**config.mk**
```make
export PLATFORM = sky130hd
export DESIGN_NAME = oport_arbiter
export DESIGN_NICKNAME = d
export VERILOG_FILES = /design/src/rtl/mpc_pkg.sv /design/src/rtl/mpc_rr_pick.sv /design/src/rtl/oport_arbiter.sv
export SDC_FILE = /design/constraint.sdc
export NUM_CORES = 1
export LEC_CHECK = 0
export ABC_CLOCK_PERIOD_IN_PS = 4700
export CAP_MARGIN = 20
export CORE_MARGIN = 4
export CORE_UTILIZATION = 40
export DETAILED_ROUTE_END_ITERATION = 8
export DONT_BUFFER_PORTS = 1
export GPL_ROUTABILITY_DRIVEN = 0
export PLACE_DENSITY_LB_ADDON = 0.1
export SKIP_CTS_REPAIR_TIMING = 1
export SLEW_MARGIN = 5
export SYNTH_ARGS = -nofsm -noshare
export SYNTH_HDL_FRONTEND = slang
export SYNTH_SLANG_ARGS = --single-unit
```
**constraint.sdc**
```tcl
create_clock -name i_clk -period 4.7 [get_ports i_clk]
set_clock_uncertainty 0.05 [all_clocks]
set_input_delay 0.94 -clock i_clk [delete_from_list [all_inputs] [get_ports i_clk]]
set_output_delay 0.94 -clock i_clk [all_outputs]
set_load 0.02 [all_outputs]
```
**src/rtl/mpc_pkg.sv**
```systemverilog
// Shared types and defaults for the output-port arbiter slice.
package mpc_pkg;

  typedef enum logic {
    ARB_IDLE = 1'b0,
    ARB_BUSY = 1'b1
  } arb_state_e;

  localparam int unsigned PORTNUM_DEF  = 16;
  localparam int unsigned MAX_WAIT_DEF = 64;

endpackage

```
**src/rtl/mpc_rr_pick.sv**
```systemverilog
// Combinational round-robin pick: first set request at or after the pointer,
// wrapping from N-1 back to 0.
module mpc_rr_pick
  import mpc_pkg::*;
#(
  parameter  int unsigned N   = PORTNUM_DEF,
  localparam int unsigned IDW = $clog2(N)
) (
  input  logic [N-1:0]   i_req,
  input  logic [IDW-1:0] i_ptr,
  output logic [N-1:0]   o_onehot,
  output logic [IDW-1:0] o_id,
  output logic           o_any
);

  localparam logic [IDW:0] NV = (IDW + 1)'(N);

  logic [IDW:0]   w_sum;
  logic [IDW-1:0] w_idx;

  // Walk the request vector starting at the pointer; the first hit wins.
  always_comb begin
    o_onehot = '0;
    o_id     = '0;
    o_any    = 1'b0;
    w_sum    = '0;
    w_idx    = '0;
    for (int unsigned k = 0; k < N; k++) begin
      w_sum = {1'b0, i_ptr} + (IDW + 1)'(k);
      if (w_sum >= NV) begin
        w_sum = w_sum - NV;
      end
      w_idx = w_sum[IDW-1:0];
      if (!o_any && i_req[w_idx]) begin
        o_any           = 1'b1;
        o_onehot[w_idx] = 1'b1;
        o_id            = w_idx;
      end
    end
  end

endmodule

```
**src/rtl/oport_arbiter.sv**
```systemverilog
// Per-output-port arbiter: round-robin grant with one-cycle resp pulse, refusal
// (nresp) when the port is not ready or a waiter times out, ownership held
// until i_done.
module oport_arbiter
  import mpc_pkg::*;
#(
  parameter  int unsigned PORTNUM  = PORTNUM_DEF,
  parameter  int unsigned MAX_WAIT = MAX_WAIT_DEF,
  localparam int unsigned IDW      = $clog2(PORTNUM)
) (
  input  logic               i_clk,
  input  logic               i_rst_n,
  input  logic [PORTNUM-1:0] i_req,
  input  logic               i_port_ready,
  input  logic               i_done,
  output logic [PORTNUM-1:0] o_resp,
  output logic [PORTNUM-1:0] o_nresp,
  output logic [IDW-1:0]     o_grant_id,
  output logic               o_grant_vld
);

  arb_state_e         r_state;
  arb_state_e         w_state_nxt;

  logic [PORTNUM-1:0] r_resp;
  logic [PORTNUM-1:0] r_nresp;
  logic [IDW-1:0]     r_grant_id;
  logic               r_grant_vld;
  logic [IDW-1:0]     r_ptr;
  logic [PORTNUM-1:0] r_mask;

  logic [PORTNUM-1:0] w_owner_oh;
  logic [PORTNUM-1:0] w_elig;
  logic [PORTNUM-1:0] w_tmo;
  logic [PORTNUM-1:0] w_pick_oh;
  logic [IDW-1:0]     w_pick_id;
  logic               w_pick_any;

  logic [PORTNUM-1:0] w_resp_nxt;
  logic [PORTNUM-1:0] w_nresp_nxt;
  logic [IDW-1:0]     w_grant_id_nxt;
  logic [IDW-1:0]     w_ptr_nxt;

  // The owner's own request is excluded outright so it can never time out,
  // even if it drops and re-raises its request while still owning the port.
  assign w_owner_oh = r_grant_vld ? (PORTNUM'(1) << r_grant_id) : '0;
  assign w_elig     = i_req & ~r_mask & ~w_owner_oh;

  mpc_rr_pick #(
    .N (PORTNUM)
  ) u_pick (
    .i_req    (w_elig),
    .i_ptr    (r_ptr),
    .o_onehot (w_pick_oh),
    .o_id     (w_pick_id),
    .o_any    (w_pick_any)
  );

  // State register.
  always_ff @(posedge i_clk or negedge i_rst_n) begin
    if (!i_rst_n) begin
      r_state <= ARB_IDLE;
    end else begin
      r_state <= w_state_nxt;
    end
  end

  // Next state: grant moves to BUSY, i_done releases back to IDLE.
  always_comb begin
    w_state_nxt = r_state;
    case (r_state)
      ARB_IDLE: if (w_pick_any && i_port_ready) w_state_nxt = ARB_BUSY;
      ARB_BUSY: if (i_done) w_state_nxt = ARB_IDLE;
      default:  w_state_nxt = ARB_IDLE;
    endcase
  end

  // Next values of the registered outputs and the round-robin pointer.
  always_comb begin
    w_resp_nxt     = '0;
    w_nresp_nxt    = w_tmo;
    w_grant_id_nxt = r_grant_id;
    w_ptr_nxt      = r_ptr;
    case (r_state)
      ARB_IDLE: begin
        if (w_pick_any) begin
          if (i_port_ready) begin
            w_resp_nxt     = w_pick_oh;
            w_grant_id_nxt = w_pick_id;
          end else begin
            w_nresp_nxt = w_elig;
          end
        end
      end
      ARB_BUSY: begin
        if (i_done) begin
          w_ptr_nxt = (r_grant_id == IDW'(PORTNUM - 1)) ? '0 : r_grant_id + 1'b1;
        end
      end
      default: ;
    endcase
  end

  // Output, pointer and answered-mask registers.
  always_ff @(posedge i_clk or negedge i_rst_n) begin
    if (!i_rst_n) begin
      r_resp      <= '0;
      r_nresp     <= '0;
      r_grant_id  <= '0;
      r_grant_vld <= 1'b0;
      r_ptr       <= '0;
      r_mask      <= '0;
    end else begin
      r_resp      <= w_resp_nxt;
      r_nresp     <= w_nresp_nxt;
      r_grant_id  <= w_grant_id_nxt;
      r_grant_vld <= (w_state_nxt == ARB_BUSY);
      r_ptr       <= w_ptr_nxt;
      // A bit stays answered until its request is seen low; a new answer wins.
      r_mask      <= (r_mask & i_req) | w_resp_nxt | w_nresp_nxt;
    end
  end

  generate
    if (MAX_WAIT > 0) begin : g_tmo
      localparam int unsigned CW = $clog2(MAX_WAIT + 1);
      logic [CW-1:0] r_wcnt [PORTNUM];

      // Per-requester wait counters, running only while eligible during BUSY.
      always_ff @(posedge i_clk or negedge i_rst_n) begin
        if (!i_rst_n) begin
          for (int unsigned i = 0; i < PORTNUM; i++) r_wcnt[i] <= '0;
        end else begin
          for (int unsigned i = 0; i < PORTNUM; i++) begin
            if (r_state == ARB_BUSY && w_elig[i]) begin
              if (r_wcnt[i] == CW'(MAX_WAIT)) r_wcnt[i] <= '0;
              else                            r_wcnt[i] <= r_wcnt[i] + 1'b1;
            end else begin
              r_wcnt[i] <= '0;
            end
          end
        end
      end

      // Timeout refusal once a waiter has been counted up to MAX_WAIT.
      always_comb begin
        w_tmo = '0;
        for (int unsigned i = 0; i < PORTNUM; i++) begin
          w_tmo[i] = (r_state == ARB_BUSY) && w_elig[i] && (r_wcnt[i] == CW'(MAX_WAIT));
        end
      end
    end else begin : g_no_tmo
      assign w_tmo = '0;
    end
  endgenerate

  assign o_resp      = r_resp;
  assign o_nresp     = r_nresp;
  assign o_grant_id  = r_grant_id;
  assign o_grant_vld = r_grant_vld;

endmodule
```
==> results of run 1 <==
## through the flow
step           setup WS, ns  area, um2  hold WS (ns)  utilization [%]
4_1_cts              0.1509      14110        0.1251            45.65
5_1_grt            0.003489      14140        0.1170            45.75
3_3_place_gp         0.1936      13500        0.4142            43.66
2_1_floorplan        0.3462      12650        0.3962                -
6_report            0.07086      14140        0.1472            45.75
3_5_place_dp         0.1753      13500        0.4191            43.66
## synth_stat cells, drive strengths merged, types with 6 or more instances
library cell	count
nor2	198
dfrtp	169
nand2	116
nand3	88
xnor2	63
inv	59
a21oi	58
ha	51
nor3	46
o21ai	44
clkbuf	40
and3	39
buf	35
xor2	33
nand4	28
nand3b	24
o221ai	22
o22ai	22
a31oi	19
o211ai	19
mux4	17
nor3b	17
or3	16
and2	15
and3b	15
a211o	14
a22oi	11
a211oi	10
a32oi	9
nor4	9
or3b	9
and4	8
nor4b	8
a311o	7
nand4b	7
o32ai	7
a2111oi	6
a221oi	6
and4b	6
nor2b	6
## where the power goes
group	switching (mW)	internal [mW]	leakage [nW]
clock network	0.624	0.848	0.289
logic	5.56	2.88	3.16
registers	0.292	1.64	2.31
total	6.48	5.37	5.76
## logic make-up after synthesis
| family | count (synthesis) | share of synthesized area (%) |
|---|---|---|
| AOI/OAI and AO/OA | 317 | 18.45 |
| muxes | 26 | 3.907 |
| xor gates and xnor gates | 96 | 6.646 |
| adders and majority gates | 51 | 5.044 |
| buffers and inverters | 134 | 4.559 |
| and+or+nand+nor | 669 | 27.97 |
| DFF | 169 | 33.43 |
## worst min path at each step
stage,startpoint,end,slack [ns],cells past startpoint
finish,i_rst_n,g_tmo.r_wcnt[17],0.15,0
global route,i_rst_n,g_tmo.r_wcnt[17],0.12,0
CTS,i_rst_n,o_resp[7],0.13,0
detailed placement,g_tmo.r_wcnt[56],g_tmo.r_wcnt[56],0.42,1
global placement,g_tmo.r_wcnt[0],g_tmo.r_wcnt[0],0.41,1
floorplan,g_tmo.r_wcnt[0],g_tmo.r_wcnt[0],0.40,1
## flip-flops by register name, summed over array words and instances, names as in the netlist
register and flops:
g_tmo.r_wcnt 112, o_nresp 16, o_resp 16, r_mask 16, o_grant_id 4, r_ptr 4, o_grant_vld 1
## worst max-delay path: cells and delay by family (launching register included)
kind                       cells  cell delay [ns]
AOI/OAI and AO/OA              3             0.68
buffers and inverters          5             0.90
adders and majority gates      1             0.35
muxes                          2             0.93
DFF                            1             0.36
and+or+nand+nor                5             1.26
## layout by cell type (no fill, tap or decap), types with 9 or more instances in the layout
cell and n:
sky130_fd_sc_hd__o221ai_1 21, sky130_fd_sc_hd__nand3_1 85, sky130_fd_sc_hd__inv_1 57, sky130_fd_sc_hd__a22oi_1 11, sky130_fd_sc_hd__xnor2_1 63, sky130_fd_sc_hd__a32oi_1 9, sky130_fd_sc_hd__a211oi_1 10, sky130_fd_sc_hd__xor2_1 33
sky130_fd_sc_hd__buf_4 92, sky130_fd_sc_hd__mux4_2 17, sky130_fd_sc_hd__nor2_1 197, sky130_fd_sc_hd__a21oi_1 55, sky130_fd_sc_hd__o22ai_1 21, sky130_fd_sc_hd__nor3_1 44, sky130_fd_sc_hd__nand4_1 26, sky130_fd_sc_hd__nand3b_1 23
sky130_fd_sc_hd__ha_1 49, sky130_fd_sc_hd__and2_1 14, sky130_fd_sc_hd__o21ai_0 42, sky130_fd_sc_hd__or3_1 14, sky130_fd_sc_hd__dfrtp_1 167, sky130_fd_sc_hd__and3b_1 15, sky130_fd_sc_hd__clkbuf_16 17, sky130_fd_sc_hd__o211ai_1 19
sky130_fd_sc_hd__and3_1 38, sky130_fd_sc_hd__a211o_1 14, sky130_fd_sc_hd__nand2_1 111, sky130_fd_sc_hd__a31oi_1 18, sky130_fd_sc_hd__nor3b_1 17
## metal layers
layer	part of all wire (%)	vias up	wire length (um)
met5	0.028	-	13
met4	4.9	2	2261
met3	12	154	5370
met2	42	762	19350
met1	42	5945	19510
li1	-	5482	-
## cell type report
type | count | area [um2]
clock inverters | 15 | 188.9
clock buffers | 17 | 425.4
fillers | 3048 | 16770
well taps | 396 | 495.5
multi-input cells | 1159 | 7868
inverters | 59 | 221.5
flip-flops and latches | 169 | 4232
repair buffers | 93 | 710.7
==> results.tsv, run 1 <==
metric	value	unit
DRT Wirelength	46510	um
Post-Synthesis Cell Area	0.01265	mm2
via count of the first global-routing pass	11800	
row count	64	
Clk Tree Root Cell	sky130_fd_sc_hd__clkbuf_16	
number of flip-flops and latches in the synthesized netlist	169	
TritonCTS clock tree	yes	
CP Data Arrival Time	4.93	ns
total gr overflow	0	
I/O pins	57	
clock-pin slew reported for the worst setup and hold paths after clock tree synthesis	0.07	ns
post-synthesis instance total	1462	
initial core utilization	40.93	%
EDFF count, synth	0	
PortBufs	0	
portion of synthesized cell area occupied by the leading cell type	33.43	%
fraction of final layout cells sized beyond drive strength 1	13.16	%
antenna-violating nets left	0	
final hold viol count	0	
total power divided by cell area	837.8	mW/mm2
Yosys top cell by area	sky130_fd_sc_hd__dfrtp_1	
setup repair after global routing missed its margin	false	
Max Cap Violations	0	
routed length per instance	24.38	um
final cycle utilization of the critical path	98.49	%
slowest library cell on the worst path	sky130_fd_sc_hd__mux4_2	
flop2flop setup slack	0.07	ns
Global Route met1 Usage	37.64	%
global-route met2 utilization	39.22	%
Net Count, Synth	1533	
post-layout total power	11.85	mW
post-layout minimum cycle time	4.629	ns
Leakage Power	5.756	nW
transition at the pin with the smallest max-transition slack	0.9703	ns
status	finished, final reports clean	
number of antenna violations at the first check in global routing	1	
Unique masters post-synth	97	
number of vias in the routed layout	12350	
cell chain of the critical path	inv_1, ha_1, buf_12, inv_1, a32o_1, mux4_2, mux2i_4, and4_4, nand4_2, buf_4, nor3_1, nand4_1, o2111ai_1, nor3_1, buf_4, o21ai_0	
worst reg2reg path endpoint	r_mask[9]	
clock buffer count from CTS	17	
type of the setup path with the least slack	register to register	
total count of max-transition violations in the final report	0	
Critical Path Sink Type	register	
clk sink count	169	
slowest stage delay, CP	0.62	ns
die boundary height	185.8	um
Core Region	0.03091	mm2
clock insertion delay at the later pin of the skew report	0.44	ns
required time worst endpoint	5.00	ns
number of antenna diodes	0	
Setup TNS	0	ns
endpoint of the most critical setup path	r_mask[9]	
startpoint of the most critical setup path	r_ptr[0]	
number of standard cells in the layout, taps in and fillers out	1908	
r2r startpoint	r_ptr[0]	
H-tree lvl count	4	
timing-limited maximum frequency	216.0	MHz
area of the die	0.03454	mm2
Setup-failing EPs final	0	
per-cell via count in the routed design	6.470	
Top Usage Layer GRT	met2	
maximum ir drop on the vdd rail	0.4486	mV
Min-Delay Path Class	input port to async pin	
met3 demand-to-capacity share in global routing	6.977	%
number of design rule violations left after detail routing	0	
post-detailed-placement half-perimeter wirelength	35660	um
Top FF cell, synth	sky130_fd_sc_hd__dfrtp_1	
Yosys warning count	0	
Initial DRT Pass Iterations	6	
area added between synthesis and finish	11.78	%
Chip Width	185.8	um
cell types occupying the most area after synthesis	sky130_fd_sc_hd__dfrtp_1 33%, sky130_fd_sc_hd__nor2_1 5.8%, sky130_fd_sc_hd__ha_1 5.0%, sky130_fd_sc_hd__xnor2_1 4.4%, sky130_fd_sc_hd__nand3_1 3.4%	
number of design-rule violations left by the first detailed-router iteration	1716	
CP startpoint kind	register	
global-route wire length before repair	70880	um
Crit Path Max Fanout	26	
buffers from clock root to sink, at most	2	
worst r2r path cells	16	
layout net count	1570	
syn avg cell area	8.653	um2
total placed cells including tap cells	1875	
maximum number of pins on one net before global-route repair	170	
headroom to the max-slew limit	33.64	%
total track usage	26.78	%
post-synthesis async set-or-reset flop share	100.0	%
part of the Yosys area used for sequential elements	33.43	%
Note: power is estimated with default switching activity, not from simulation.
==> inputs of run 2 (changes only) <==
--- a/config.mk
+++ b/config.mk
@@ -14,7 +14,6 @@
 export GPL_ROUTABILITY_DRIVEN = 0
 export PLACE_DENSITY_LB_ADDON = 0.1
 export SKIP_CTS_REPAIR_TIMING = 1
-export SLEW_MARGIN = 5
 export SYNTH_ARGS = -nofsm -noshare
 export SYNTH_HDL_FRONTEND = slang
 export SYNTH_SLANG_ARGS = --single-unit
==> results of run 2 <==
Final layout, timing and power as in run 1 (identical DEF).
==> inputs of run 3 (changes only) <==
--- a/config.mk
+++ b/config.mk
@@ -13,7 +13,6 @@
 export DONT_BUFFER_PORTS = 1
 export GPL_ROUTABILITY_DRIVEN = 0
 export PLACE_DENSITY_LB_ADDON = 0.1
-export SKIP_CTS_REPAIR_TIMING = 1
 export SYNTH_ARGS = -nofsm -noshare
 export SYNTH_HDL_FRONTEND = slang
 export SYNTH_SLANG_ARGS = --single-unit
==> results of run 3 <==
Final layout, timing and power as in run 1 (identical DEF).
